### src/rtl/seg_scan_decoder.sv
// seg_scan_decoder: monitors a multiplexed 4-digit 7-segment bus and turns
// each scanned digit back into a nibble. It assembles complete frames and
// flags undecodable glyphs, multi-hot selects and frame timeouts.
module seg_scan_decoder #(
  parameter int STABLE_CYC = 4,
  parameter int TO_W       = 20
) (
  input  logic        clk,
  input  logic        rst_n,
  input  logic [3:0]  digit_sel,
  input  logic [7:0]  seg,
  output logic [15:0] frame_bcd,
  output logic [3:0]  frame_dp,
  output logic [3:0]  frame_blank,
  output logic        frame_err,
  output logic        frame_valid,
  output logic        timeout
);

  localparam int              CNT_W   = $clog2(STABLE_CYC);
  localparam logic [CNT_W-1:0] CNT_MAX = CNT_W'(STABLE_CYC - 1);
  localparam logic [TO_W-1:0]  TO_MAX  = '1;

  typedef enum logic {S_TRACK, S_HELD} state_t;

  state_t            state, state_next;
  logic [3:0]        sel_s1, sel_s2, sel_p;
  logic [7:0]        seg_s1, seg_s2, seg_p;
  logic [CNT_W-1:0]  cnt;
  logic [TO_W-1:0]   to_cnt;
  logic [3:0]        mask, mask_next;
  logic [15:0]       shadow_bcd, bcd_next;
  logic [3:0]        dp_sh, dp_next;
  logic [3:0]        blank_sh, blank_next;
  logic              err_sh, err_next;
  logic              changed, stable, one_hot, capture, multi_err;
  logic              complete, to_hit, clear;
  logic [1:0]        sel_idx;
  logic [3:0]        glyph_val;
  logic              glyph_blank, glyph_bad;

  // Two-flop synchronizers for the asynchronous display bus.
  always_ff @(posedge clk or negedge rst_n) begin
    if (!rst_n) begin
      sel_s1 <= '0;
      sel_s2 <= '0;
      seg_s1 <= '0;
      seg_s2 <= '0;
    end else begin
      sel_s1 <= digit_sel;
      sel_s2 <= sel_s1;
      seg_s1 <= seg;
      seg_s2 <= seg_s1;
    end
  end

  assign changed = ({sel_s2, seg_s2} != {sel_p, seg_p});
  assign stable  = (cnt == CNT_MAX) && !changed;
  assign one_hot = (sel_s2 != 4'b0) && ((sel_s2 & (sel_s2 - 4'd1)) == 4'b0);

  // Stability counter: counts consecutive identical synchronized samples.
  always_ff @(posedge clk or negedge rst_n) begin
    if (!rst_n) begin
      sel_p <= '0;
      seg_p <= '0;
      cnt   <= '0;
    end else begin
      sel_p <= sel_s2;
      seg_p <= seg_s2;
      if (changed)
        cnt <= '0;
      else if (cnt != CNT_MAX)
        cnt <= cnt + 1'b1;
    end
  end

  // Capture FSM state register.
  always_ff @(posedge clk or negedge rst_n) begin
    if (!rst_n)
      state <= S_TRACK;
    else
      state <= state_next;
  end

  // Capture FSM: one capture per stable dwell, re-armed by any bus change.
  always_comb begin
    state_next = state;
    capture    = 1'b0;
    multi_err  = 1'b0;
    case (state)
      S_TRACK: begin
        if (stable && (sel_s2 != 4'b0)) begin
          state_next = S_HELD;
          if (one_hot)
            capture = 1'b1;
          else
            multi_err = 1'b1;
        end
      end
      S_HELD: begin
        if (changed)
          state_next = S_TRACK;
      end
      default: state_next = S_TRACK;
    endcase
  end

  // One-hot select to digit index.
  always_comb begin
    sel_idx = 2'd0;
    case (sel_s2)
      4'b0010: sel_idx = 2'd1;
      4'b0100: sel_idx = 2'd2;
      4'b1000: sel_idx = 2'd3;
      default: sel_idx = 2'd0;
    endcase
  end

  // Glyph decode of segments a..g back to a nibble.
  always_comb begin
    glyph_val   = 4'hE;
    glyph_blank = 1'b0;
    glyph_bad   = 1'b0;
    case (seg_s2[7:1])
      7'b1111110: glyph_val = 4'h0;
      7'b0110000: glyph_val = 4'h1;
      7'b1101101: glyph_val = 4'h2;
      7'b1111001: glyph_val = 4'h3;
      7'b0110011: glyph_val = 4'h4;
      7'b1011011: glyph_val = 4'h5;
      7'b1011111: glyph_val = 4'h6;
      7'b1110000: glyph_val = 4'h7;
      7'b1111111: glyph_val = 4'h8;
      7'b1111011: glyph_val = 4'h9;
      7'b1000111: glyph_val = 4'hF;
      7'b1001110: glyph_val = 4'hC;
      7'b0000000: begin
        glyph_val   = 4'hA;
        glyph_blank = 1'b1;
      end
      default: begin
        glyph_val = 4'hE;
        glyph_bad = 1'b1;
      end
    endcase
  end

  assign complete = (mask == 4'b1111);
  assign to_hit   = !complete && (to_cnt == TO_MAX - 1'b1);
  assign clear    = complete || to_hit;

  // Next shadow state: frame close/timeout clears first, then a capture lands in the new frame.
  always_comb begin
    mask_next  = clear ? 4'b0 : mask;
    blank_next = clear ? 4'b0 : blank_sh;
    err_next   = clear ? 1'b0 : err_sh;
    bcd_next   = shadow_bcd;
    dp_next    = dp_sh;
    if (multi_err)
      err_next = 1'b1;
    if (capture) begin
      mask_next[sel_idx]  = 1'b1;
      blank_next[sel_idx] = glyph_blank;
      dp_next[sel_idx]    = seg_s2[0];
      bcd_next[{sel_idx, 2'b00} +: 4] = glyph_val;
      if (glyph_bad)
        err_next = 1'b1;
    end
  end

  // Shadow registers, frame outputs and the sticky frame timeout.
  always_ff @(posedge clk or negedge rst_n) begin
    if (!rst_n) begin
      mask        <= '0;
      shadow_bcd  <= '0;
      dp_sh       <= '0;
      blank_sh    <= '0;
      err_sh      <= 1'b0;
      to_cnt      <= '0;
      timeout     <= 1'b0;
      frame_bcd   <= '0;
      frame_dp    <= '0;
      frame_blank <= '0;
      frame_err   <= 1'b0;
      frame_valid <= 1'b0;
    end else begin
      mask        <= mask_next;
      shadow_bcd  <= bcd_next;
      dp_sh       <= dp_next;
      blank_sh    <= blank_next;
      err_sh      <= err_next;
      frame_valid <= complete;
      if (complete) begin
        frame_bcd   <= shadow_bcd;
        frame_dp    <= dp_sh;
        frame_blank <= blank_sh;
        frame_err   <= err_sh;
        to_cnt      <= '0;
        timeout     <= 1'b0;
      end else if (to_cnt != TO_MAX) begin
        to_cnt <= to_cnt + 1'b1;
        if (to_hit)
          timeout <= 1'b1;
      end
    end
  end

endmodule

### config.mk
export PLATFORM = sky130hd
export DESIGN_NAME = seg_scan_decoder
export DESIGN_NICKNAME = d
export VERILOG_FILES = /design/src/rtl/seg_scan_decoder.sv
export SDC_FILE = /design/constraint.sdc
export NUM_CORES = 1
export LEC_CHECK = 0
export BUFFER_PORTS_ARGS = -buffer_cell sky130_fd_sc_hd__buf_2
export CAP_MARGIN = 30
export CORE_ASPECT_RATIO = 2
export CORE_MARGIN = 2
export CORE_UTILIZATION = 55
export CTS_BUF_LIST = sky130_fd_sc_hd__clkbuf_8
export DETAILED_ROUTE_END_ITERATION = 8
export PLACE_DENSITY = 0.74
export SLEW_MARGIN = 20
export SYNTH_ARGS = -nofsm -noshare
export SYNTH_HDL_FRONTEND = slang
export SYNTH_SLANG_ARGS = --single-unit
export TNS_END_PERCENT = 100
### constraint.sdc
create_clock -name clk -period 2.37 [get_ports clk]
set_clock_uncertainty 0.05 [all_clocks]
set_input_delay 0.474 -clock clk [delete_from_list [all_inputs] [get_ports clk]]
set_output_delay 0.474 -clock clk [all_outputs]
set_load 0.01 [all_outputs]
==> results of run 1 <==
[stage by stage]
step	hold slack [ps]	cells	setup TNS, ps	utilization, %	worst slack, ps
detailed placement	284.7	611	-7.730	61.06	-7.730
finish	43.94	642	0	66.02	110.7
CTS	68.43	642	0	65.73	20.97
global route	55.04	642	-9.198	66.02	-9.198
floorplan	128.4	471	0	-	233.2
global placement	283.2	611	0	61.06	137.2
[layout by cell type (no fill, tap or decap), types with 10 or more instances in the layout]
master    count
nor2_1       29
buf_4        20
xor2_1       19
xnor2_1      12
o21ai_0      17
dfrtp_1     113
buf_2        39
nand2_1      97
clkbuf_8     18
ha_1         10
nand3_1      20
[metal layers]
layer / wire length [um] / GRT usage, % / vias to the layer above
met5: 0 / 0 / -
met1: 3778 / 23.62 / 1737
met2: 5774 / 40.74 / 76
met3: 302 / 5.865 / 19
li1: - / - / 1749
met4: 267 / 12.02 / 0
[cells in the mapped netlist, drive strengths merged (3+ instances only)]
cell type	count
a211oi	8
inv	8
nor3	5
nor4	12
xnor2	12
xor2	19
nor2	29
or3	3
ha	10
and3	3
clkbuf	10
o211ai	4
nand2	97
mux2i	5
o21ai	18
dfrtp	115
nand4	10
nor2b	4
mux2	4
a31oi	4
nand2b	3
and4	4
buf	13
o31ai	6
a21oi	5
a21o	9
nand3	24
[flip-flops by register name, summed over array words and instances, names as in the netlist, 2 cells and up]
| signal | flops |
|---|---|
| seg_s1 | 8 |
| mask | 4 |
| frame_blank | 4 |
| frame_dp | 4 |
| sel_p | 4 |
| dp_sh | 4 |
| blank_sh | 4 |
| frame_bcd | 16 |
| cnt | 2 |
| shadow_bcd | 16 |
| to_cnt | 20 |
| seg_s2 | 8 |
| sel_s1 | 4 |
| seg_p | 8 |
| sel_s2 | 4 |
[cell type report]
class,count,area [sq um]
Multi-Input combinational cell,325,2071
Fill cell,744,3042
Sequential cell,115,2880
Inverter,8,30.03
Clock inverter,13,167.7
Tap cell,102,127.6
Clock buffer,18,247.7
Timing Repair Buffer,61,385.4
[critical path, cell delays in order, from the launching register on]
cell	delay (ps)
dfrtp_2	460
xnor2_1	170
or3_2	480
ha_1	360
nor2b_2	220
nand2_1	130
nor4_1	190
a21o_1	130
[what timing repair did]
| action | in CTS | in global routing |
|---|---|---|
| hold buffers | 0 | 0 |
| endpoints found under the setup margin | 2 | 4 |
| pin swaps | 0 | 1 |
| gates resized for setup | 1 | 7 |
[kinds of logic (layout without fill, tap and decap cells)]
logic type	after synthesis	count (layout)
multiplexers	9	9
AO/OA/AOI/OAI	66	66
adder cells (fa/ha/maj)	10	10
AND/OR/NAND/NOR	209	209
flip-flops	115	115
buffers and inverters	31	100
XOR/XNOR	31	31
[where the power goes]
part | switching (uW) | total, uW | internal, uW
logic | 127 | 194 | 66.9
registers | 21.6 | 2020 | 1990
clock network | 760 | 1910 | 1150
total | 909 | 4120 | 3210
[final timing paths]
| path | startpoint | to | slack [ps] | cells after the start |
|---|---|---|---|---|
| worst max-delay path | sel_s2[2] | shadow_bcd[10] | 110 | 7 |
| worst min-delay path | rst_n | frame_bcd[8] | 40 | 2 |
| worst max register to register | sel_s2[2] | shadow_bcd[10] | 110 | 7 |
| worst min register to register | sel_s1[1] | sel_s2[1] | 300 | 0 |
| max in group asynchronous | rst_n | sel_s2[3] | 1760 | 2 |
| min in group clk | seg[0] | seg_s1[0] | 80 | 1 |
==> impl_metrics.json, run 1 <==
{
  "outcome": "finished, final reports clean",
  "clockRootBuffer": "clkbuf_8",
  "yosysSeqAreaShare_pct": 56.73,
  "synth_cell_types": 60,
  "htree_levels": 4,
  "avgViaCountPerCell": 5.578,
  "synth-simple-area-share_pct": 21.24,
  "end_kind": "flop",
  "gr-total-overflow": 0,
  "worst_slew_pin_slew_ps": 803.7,
  "drt_first_pass_iters": 4,
  "maxClockFrequency_ghz": 0.4426,
  "fp.dieH_um": 139.8,
  "antenna_found_initial": 0,
  "areaGrowthSynthToFinish_pct": 16.50,
  "dieWidth_um": 71.91,
  "p_leak_uw": 0.002943,
  "cts_tree": "yes",
  "period_minus_slack_ps": 2259,
  "drt-total-wl_um": 10120,
  "cap_viol_max_count": 0,
  "drtIter0Drc": 203,
  "critPathKind": "flop to flop",
  "syn_area_sq_um": 5072,
  "die_area_sq_um": 10050,
  "cp_max_fo": 7,
  "clockBufferDepth": 2,
  "route.vias.total": 3581,
  "clk-insertion-delay-late_ps": 440,
  "drive_gt1_share_pct": 22.22,
  "synth-seq-cells": 115,
  "cp.arrival_ps": 2580,
  "grt_usage_pct": 22.79,
  "diodes": 0,
  "grt_max_degree": 116,
  "drc_errors": 0,
  "max-slew-margin-rel_pct": 46.17,
  "synth_top_area_share_pct": 56.73,
  "numClockSinks": 115,
  "cts_setup_buffers": 0,
  "synth_top_family_by_area": "simple AND/OR/NAND/NOR gates",
  "max-vdd-ir-drop_mv": 0.4837,
  "final_cell_area_sq_um": 5909,
  "place_hpwl_um": 7096,
  "synth_compound_area_share_pct": 9.077,
  "syn_nets": 495,
  "critPathLaunchType": "flop",
  "yosys.area_share.adder_pct": 2.467,
  "synth_edf_count": 0,
  "nNetsFinal": 552,
  "place_congestion": 0.9429,
  "synth_mux_area_share_pct": 2.171,
  "synthArstFlopShare_pct": 100.0,
  "core_sq_um": 8951,
  "numCtsBuffers": 17,
  "grt_pass1_wl_um": 17440,
  "synth.avg_cell_area_sq_um": 10.77,
  "p_total_uw": 4118,
  "clk_pin_slew_worst_paths_ps": 70,
  "io_pins": 41,
  "num_rows": 49,
  "drv_slew": 0,
  "synth_flop_cell": "dfrtp_1",
  "cp_data_required_time_ps": 2690,
  "grt_pass1_vias": 3722,
  "place_area_sq_um": 5465,
  "postSynthCellCount": 471,
  "portBuffers": 40,
  "start_util_pct": 56.67,
  "setup_viol": 0,
  "yosys.area.top_type": "dfrtp_1",
  "worst_hold_path_type": "primary input to asynchronous set/reset pin",
  "wl_per_cell_um": 15.77,
  "synth.area.top_cells": "dfrtp_1 (57%), nand2_1 (7.2%), xor2_1 (3.3%), ha_1 (2.5%), nor2_1 (2.1%)",
  "period_share_pct": 95.33,
  "ant_nets": 0,
  "hold_viol": 0,
  "synth_xor_area_share_pct": 5.353,
  "yosysWarnings": 0,
  "p_per_area_nw_per_um2": 696.8
}
No activity file was read; power rests on OpenSTA's default activity.
==> inputs of run 2 (changes only) <==
--- a/config.mk
+++ b/config.mk
@@ -9,10 +9,11 @@
 export CAP_MARGIN = 30
 export CORE_ASPECT_RATIO = 2
 export CORE_MARGIN = 2
-export CORE_UTILIZATION = 55
+export CORE_UTILIZATION = 60
 export CTS_BUF_LIST = sky130_fd_sc_hd__clkbuf_8
 export DETAILED_ROUTE_END_ITERATION = 8
-export PLACE_DENSITY = 0.74
+export GPL_ROUTABILITY_DRIVEN = 0
+export PLACE_DENSITY = 0.8
 export SLEW_MARGIN = 20
 export SYNTH_ARGS = -nofsm -noshare
 export SYNTH_HDL_FRONTEND = slang
==> run 2 against run 1 <==
Effect of this change: sequential share of layout area is 0.45 points lower; non-clock buffer count is 4 higher; fmax is 1.1% higher; critical endpoint is now dp_sh[2]; largest cell class unchanged.
==> impl_metrics.json, run 2 (synthesis gave the netlist of run 1 again) <==
{
  "outcome": "finished, final reports clean",
  "clk-insertion-delay-late_ps": 430,
  "setup_tns_ps": 0,
  "avgViaCountPerCell": 5.795,
  "route.vias.total": 3726,
  "p_leak_uw": 0.002976,
  "cp_cell_sequence": "xor2_1 > nor4_2 > and4_1 > buf_12 > nand3_2 > mux2_4",
  "p_seq_share_pct": 49.3,
  "mostFrequentLayoutCell": "dfrtp_1",
  "grt_pass1_wl_um": 18170,
  "max-slew-margin-rel_pct": 59.54,
  "end_kind": "flop",
  "cpPeakStageDelay_ps": 490,
  "maxClockFrequency_ghz": 0.4474,
  "clock_power_share_pct": 45.8,
  "multiInputGateArea_sq_um": 2091,
  "most-common-layout-cells": "dfrtp_1 (113), nand2_1 (97), buf_2 (39), nor2_1 (29), buf_4 (23)",
  "fillers": 586,
  "cp_slowest_cell": "dfrtp_1",
  "drt_first_pass_iters": 4,
  "nNetsFinal": 556,
  "critPathKind": "flop to flop",
  "fp.dieH_um": 134.0,
  "htree_levels": 4,
  "numClockSinks": 115,
  "drtIter0Drc": 230,
  "drc_errors": 0,
  "p_sw_uw": 895.3,
  "clk_pin_slew_worst_paths_ps": 70,
  "setup_viol": 0,
  "drive_gt1_share_pct": 22.75,
  "cts_tree": "yes",
  "grt_usage_pct": 24.84,
  "fin_cells": 643,
  "place_hpwl_um": 7311,
  "cp_max_fo": 10,
  "grt_max_degree": 53,
  "cap_viol_max_count": 0,
  "critPathLaunchType": "flop",
  "die_area_sq_um": 9250,
  "grt_pass1_vias": 3854,
  "period_share_pct": 94.32,
  "wl_per_cell_um": 16.21,
  "cp.arrival_ps": 2500,
  "regArea_sq_um": 2880,
  "top_register": "to_cnt",
  "max-vdd-ir-drop_mv": 0.5917,
  "swShare_pct": 21.82,
  "numCtsBuffers": 17,
  "reg_top3": "to_cnt: 20 flops, frame_bcd: 16 flops, shadow_bcd: 16 flops",
  "dieWidth_um": 69.02,
  "portBuffers": 40,
  "combPwrFrac_pct": 4.9,
  "cpLargestDelayFamily": "simple AND/OR/NAND/NOR gates",
  "antenna_found_initial": 0,
  "drt-total-wl_um": 10430,
  "start_util_pct": 61.61,
  "core_sq_um": 8233,
  "largest_reg_flops": 20,
  "worst_hold_path_type": "primary input to flop",
  "clockRootBuffer": "clkbuf_8",
  "num_rows": 47,
  "rsz0062_at_grt": "no",
  "gr-total-overflow": 0,
  "internal_power_uw": 3207,
  "drv_slew": 0,
  "worst_slew_pin_slew_ps": 604.6,
  "hold_viol": 0,
  "p_per_area_nw_per_um2": 687.8,
  "worst-path-buf-inv": 1,
  "diodes": 0,
  "cp_data_required_time_ps": 2640,
  "io_pins": 41,
  "period_minus_slack_ps": 2235,
  "areaGrowthSynthToFinish_pct": 17.59,
  "dp_cells": 610,
  "ant_nets": 0,
  "clockBufferDepth": 2
}
-- run 2: worst paths after layout --
| kind | slack, ps | start | depth (start not counted) | to |
|---|---|---|---|---|
| max in group asynchronous | 1190 | rst_n | 3 | seg_s2[6] |
| setup / recovery | 130 | seg_s2[7] | 6 | dp_sh[2] |
| hold reg to reg | 300 | seg_s1[3] | 0 | seg_s2[3] |
| hold / removal | 100 | seg[0] | 1 | seg_s1[0] |
| setup reg to reg | 130 | seg_s2[7] | 6 | dp_sh[2] |
| min in group asynchronous | 410 | rst_n | 2 | frame_bcd[6] |
-- run 2: metal layers --
layer / track usage, % / up-vias / wire length (um)
met5: 0 / - / 0
met4: 11.98 / 0 / 374
met3: 6.011 / 34 / 356
met2: 45.35 / 106 / 6032
met1: 26.37 / 1826 / 3661
li1: - / 1760 / -
-- run 2: worst reg2reg max path, delay by kind of cell, from the launching register on --
kind                      cells  cell delay (ps)
DFF                           1              490
muxes                         1              330
and+or+nand+nor               3              910
xor gates and xnor gates      1              200
buffers and inverters         1              150
-- run 2: power by group through the flow --
| stage | registers, uW | clock network [uW] | logic, uW |
|---|---|---|---|
| 2_1_floorplan | 2040 | 0 | 109 |
| 3_3_place_gp | 2050 | 0 | 184 |
| 3_5_place_dp | 2060 | 0 | 192 |
| 4_1_cts | 2020 | 1910 | 194 |
| 5_1_grt | 2020 | 2010 | 224 |
| 6_report | 2020 | 1880 | 203 |
-- run 2: metrics by stage --
stage / worst slack (ps) / area (sq um) / utilization, % / hold slack [ps] / total power [uW]
2_1_floorplan: 233.2 / 5072 / - / 128.4 / 2154
5_1_grt: 1.804 / 5964 / 72.45 / 75.99 / 4260
3_3_place_gp: 188.0 / 5483 / 66.60 / 284.4 / 2239
6_report: 134.6 / 5964 / 72.45 / 100.9 / 4103
4_1_cts: 63.08 / 5918 / 71.88 / 86.53 / 4123
3_5_place_dp: 27.48 / 5483 / 66.60 / 284.7 / 2248
-- run 2: cell type report --
type                    count  area share, %
flip-flops and latches    115          48.29
multi-input cells         325          35.05
clock buffers              21          4.846
well taps                  98          2.056
clock inverters            11          2.245
inverters                   8         0.5035
repair buffers             65          7.007
-- run 2: repair_timing --
action,CTS,global route
pin swaps,0,0
hold buffers,1,0
cloned,0,0
resized for setup,1,11
hold endpoints to repair,18,0
endpoints found under the setup margin,1,10
setup buffers,0,0
